===== src/rtl/unidad_logico_aritmetica_core.sv =====
// Registered N-bit ALU (logic, add/sub, 1-bit shifts) with NZVC flags; ALU_ROTATE_EN adds rotates on 1110/1111.
// Latency 1 cycle, a new operation every cycle, no backpressure; synchronous active-high reset clears all outputs.
module unidad_logico_aritmetica_core #(
    parameter int N = 4
) (
    input  logic         clk,
    input  logic         rst,
    input  logic [N-1:0] numero1,
    input  logic [N-1:0] numero2,
    input  logic [3:0]   ALUControl,
    output logic [N-1:0] resultado,
    output logic         flagNegativo,
    output logic         flagCero,
    output logic         flagOverflow,
    output logic         flagCarry
);

    logic [N-1:0] resultado_d, resultado_q;
    logic         neg_d, neg_q;
    logic         cero_d, cero_q;
    logic         ovf_d, ovf_q;
    logic         carry_d, carry_q;

    logic [N-1:0] res_c;
    logic         carry_c;
    logic         ovf_c;
    logic [N:0]   add_ext;
    logic [N:0]   sub_ext;

    // Subtraction as A + ~B + 1 so its carry-out is the inverted borrow.
    assign add_ext = {1'b0, numero1} + {1'b0, numero2};
    assign sub_ext = {1'b0, numero1} + {1'b0, ~numero2} + {{N{1'b0}}, 1'b1};

    always_comb begin
        res_c   = '0;
        carry_c = 1'b0;
        ovf_c   = 1'b0;
        case (ALUControl)
            4'b0000: res_c = numero1 & numero2;
            4'b0001: res_c = numero1 | numero2;
            4'b0010: res_c = numero1 ^ numero2;
            4'b0011: res_c = ~numero1;
            4'b0100: begin
                res_c   = {1'b0, numero1[N-1:1]};
                carry_c = numero1[0];
            end
            4'b0101, 4'b1011: begin
                res_c   = {numero1[N-2:0], 1'b0};
                carry_c = numero1[N-1];
            end
            4'b0110: begin
                res_c   = {1'b0, numero2[N-1:1]};
                carry_c = numero2[0];
            end
            4'b0111, 4'b1101: begin
                res_c   = {numero2[N-2:0], 1'b0};
                carry_c = numero2[N-1];
            end
            4'b1000: begin
                res_c   = add_ext[N-1:0];
                carry_c = add_ext[N];
                ovf_c   = (numero1[N-1] == numero2[N-1]) &&
                          (add_ext[N-1] != numero1[N-1]);
            end
            4'b1001: begin
                res_c   = sub_ext[N-1:0];
                carry_c = sub_ext[N];
                ovf_c   = (numero1[N-1] != numero2[N-1]) &&
                          (sub_ext[N-1] != numero1[N-1]);
            end
            4'b1010: begin
                res_c   = {numero1[N-1], numero1[N-1:1]};
                carry_c = numero1[0];
            end
            4'b1100: begin
                res_c   = {numero2[N-1], numero2[N-1:1]};
                carry_c = numero2[0];
            end
`ifdef ALU_ROTATE_EN
            4'b1110: begin
                res_c   = {numero1[0], numero1[N-1:1]};
                carry_c = numero1[0];
            end
            4'b1111: begin
                res_c   = {numero1[N-2:0], numero1[N-1]};
                carry_c = numero1[N-1];
            end
`endif
            default: begin
                res_c   = '0;
                carry_c = 1'b0;
                ovf_c   = 1'b0;
            end
        endcase
    end

    always_comb begin
        resultado_d = res_c;
        neg_d       = res_c[N-1];
        cero_d      = (res_c == '0);
        ovf_d       = ovf_c;
        carry_d     = carry_c;
        if (rst) begin
            resultado_d = '0;
            neg_d       = 1'b0;
            cero_d      = 1'b0;
            ovf_d       = 1'b0;
            carry_d     = 1'b0;
        end
    end

    always_ff @(posedge clk) begin
        resultado_q <= resultado_d;
        neg_q       <= neg_d;
        cero_q      <= cero_d;
        ovf_q       <= ovf_d;
        carry_q     <= carry_d;
    end

    assign resultado    = resultado_q;
    assign flagNegativo = neg_q;
    assign flagCero     = cero_q;
    assign flagOverflow = ovf_q;
    assign flagCarry    = carry_q;

endmodule


===== config.mk =====
export PLATFORM = sky130hd
export DESIGN_NAME = unidad_logico_aritmetica_core
export DESIGN_NICKNAME = d
export VERILOG_FILES = /design/src/rtl/unidad_logico_aritmetica_core.sv
export SDC_FILE = /design/constraint.sdc
export NUM_CORES = 1
export LEC_CHECK = 0
export ABC_AREA = 1
export BUFFER_PORTS_ARGS = -buffer_cell sky130_fd_sc_hd__buf_2
export CORE_UTILIZATION = 54
export DETAILED_ROUTE_END_ITERATION = 6
export HOLD_SLACK_MARGIN = 0.03
export PLACE_DENSITY = 0.82
export SYNTH_ARGS = -nofsm -noshare
export SYNTH_HDL_FRONTEND = slang
export SYNTH_SLANG_ARGS = --single-unit
export TNS_END_PERCENT = 10

===== constraint.sdc =====
create_clock -name clk -period 1.55 [get_ports clk]
set_input_delay 0.0775 -clock clk [delete_from_list [all_inputs] [get_ports clk]]
set_output_delay 0.0775 -clock clk [all_outputs]
set_load 0.05 [all_outputs]

==> flow_summary_export.csv <==
group,metric,value,unit
pwr,p_sw_frac,0.429,
global_route,grtUsageTotal,0.315,
clocking,clkSlewWorstSetupHoldPaths,50,ps
sta,tightest_slew,739,ps
routing,drtAntennaViolNets,0,
pwr,p_switching,307,uW
die,die_y,46.3,um
pwr,seqPwrFrac,0.278,
worst_setup_path,start_kind,"primary input",
global_route,grt_max_degree,12,
worst_setup_path,worst_path_largest_cell_delay,360,ps
synthesis,synth_warnings,0,
synthesis,syn_inst,188,
clocking,cts_tree,"yes",
worst_setup_path,cp.arrival,1580,ps
synthesis,synthSimpleGateAreaFrac,0.484,
worst_setup_path,path_class,"in -> reg",
sta,hold_viol,0,
min_path,worst_hold_path_type,"in -> reg",
pwr,ir_drop,444,uV
pwr,internal_power,408,uW
clocking,cts_sinks,7,
synthesis,synthesis.area,1060,um2
die,core_area,1780,um2
clocking,cts_root_buffer,"clkbuf_4",
final_layout,fin_nets,248,
clocking,numCtsBuffers,3,
final_layout,fin_util,0.714,
global_route,grt_pass1_wl,4810,um
die,row_count,15,
worst_setup_path,crit_path_end_kind,"flop",
synthesis,ys_seq_elements,7,
routing,drc,0,
synthesis,synthAdderAreaFrac,0.180,
synthesis,ys_top_cells_by_area,"nand2_1, ha_1, nand3_1",
sta,setup_viol,0,
worst_setup_path,slowest_stage,"fa_2",
synthesis,synthMuxAreaShare,0,
sta,finalCriticalPeriod,1390,ps
clocking,clk_path_buf_depth,2,
worst_setup_path,crit_fanout,3,
job,maxCapViolCount,0,
placed_design,placement.io_buffers,21,
pwr,power.density,561,nW/um2
worst_setup_path,crit_required,1740,ps
final_layout,area_growth,20.5,%
sta,grt_setup_unrepaired,"false",
synthesis,yosysMostFrequentCell,"nand2_1",
routing,avgRoutedWirePerCell,11.8,um
worst_setup_path,cp_cell_sequence,"buf_2, inv_1, ha_1, inv_1, fa_2, xnor2_1, nand2_1, nand2_1, nor2_1, nand2_1, nor2_1, nand3_1, nor2_1",
die,die_width,46.3,um
synthesis,yosysTopAreaCellShare,0.220,
sta,timing.final.crit_share,0.897,
synthesis,synth_xor_area_frac,0.0166,
die,die_area,2140,um2
synthesis,syn_area_per_cell,5.62,um2
routing,dr.pass1.iters,4,
pwr,clkPwrFrac,0.224,
synthesis,synth_cell_types,21,
synthesis,synth_top_family_by_area,"simple AND/OR/NAND/NOR gates",
placed_design,place_hpwl,2410,um
synthesis,synth_enable_flop_cells,0,
pwr,power_leakage,0.000742,uW
synthesis,ys.flop_type,"dfxtp_1",
routing,via_count,1309,
synthesis,synth_compound_area_frac,0.0757,
die,io_pins,22,
pwr,pwr-share-comb,0.499,
routing,via_per_inst,5.36,
global_route,antenna_found_initial,0,
placed_design,gp_congestion,1.02,
final_layout,drive_gt1_frac,0.192,
sta,max_freq,719,MHz
synthesis,async_flop_share,0,
synthesis,seq_area_frac_synth,0.133,
pwr,p_total,715,uW
synthesis,synthTopCellsByCount,"nand2_1, nand3_1, nor2_1, inv_1, ha_1",
global_route,grt_pass1_vias,1135,
global_route,grt_overflow,0,
synthesis,syn_nets,216,
die,initial_core_util,0.593,
routing,drt-initial-drc-count,61,
final_layout,n_antenna_cell,0,
clocking,post_cts_buffers,0,
status,outcome,"completed",
synthesis,yosysTopAreaCell,"nand2_1",
sta,slew_violations,0,
sta,slew_headroom,0.506,
clocking,cts_max_level,1,
routing,routed_wirelength,2880,um
==> final timing paths <==
path              startpoint                       to  slack (ps)  depth (start not counted)
hold / removal           rst  resultado[0]$_SDFF_PP0_          70                          2
setup / recovery  numero1[0]      flagCero$_SDFF_PP0_         160                         13
==> through the flow <==
stage	hold slack, ps	setup TNS (ps)	area, um2	cells	setup slack (ps)
floorplan	147	0	1060	188	169
global placement	321	-128	1240	240	-99.8
detailed placement	324	-266	1240	240	-132
CTS	58.6	0	1260	244	120
global route	68.1	0	1270	244	19.4
finish	66.5	0	1270	244	160
==> worst max-delay path: cells and delay by family <==
| family | cells | cell delay [ps] |
|---|---|---|
| buf+inv | 3 | 260 |
| simple gates | 7 | 580 |
| fa+ha+maj | 2 | 500 |
| xor+xnor | 1 | 150 |
==> placed cells by master, fill, tap and decap left out <==
cell      instances
o21ai_0           4
nand4_1           1
dfxtp_1           7
ha_2              1
nor2_1           26
o211ai_1          2
a31oi_1           1
inv_2             1
xnor2_1           2
clkbuf_1          1
fa_2              2
nand3_1          29
inv_1            24
a21oi_2           1
clkbuf_4          3
nand3b_1          1
nand2_1          62
a21oi_1           6
buf_4             9
nand2_2           1
nor2_2            3
ha_1             11
buf_2            21
==> state kept, by name, indices dropped and copies added (netlist names) <==
register      count
resultado         4
flagCarry         1
flagOverflow      1
flagCero          1
==> layout make-up <==
cell class / instances / area, um2
multi-input combinational: 153 / 810
fill: 162 / 509
timing repair buffer: 30 / 173
sequential: 7 / 140
inverter: 25 / 93.8
tap: 25 / 31.3
clock buffer: 4 / 26.3
==> power by group through the flow <==
| stage | Clock [uW] | Combinational, uW | Sequential (uW) |
|---|---|---|---|
| 2_1_floorplan | 0 | 186 | 257 |
| 3_3_place_gp | 0 | 339 | 202 |
| 3_5_place_dp | 0 | 349 | 202 |
| 4_1_cts | 165 | 350 | 199 |
| 5_1_grt | 179 | 396 | 200 |
| 6_report | 160 | 356 | 198 |
==> per-layer routing <==
layer  global-route usage  part of all wire
met1                0.415              0.42
met2                0.538              0.50
met3               0.0549             0.073
met4               0.0529            0.0090
met5                    0                 0
==> cell families (layout without fill, tap and decap cells) <==
kind of cell	Yosys count	count (layout)
flops	7	7
xor+xnor	2	2
compound gates	14	14
simple gates	123	123
fa+ha+maj	14	14
buf+inv	28	59
==> repair_timing <==
| item | in CTS | in global routing |
|---|---|---|
| endpoints found under the setup margin | 0 | 1 |
| resized for setup | 0 | 4 |
| hold buffers | 0 | 0 |
(Power assumes the default switching activity.)
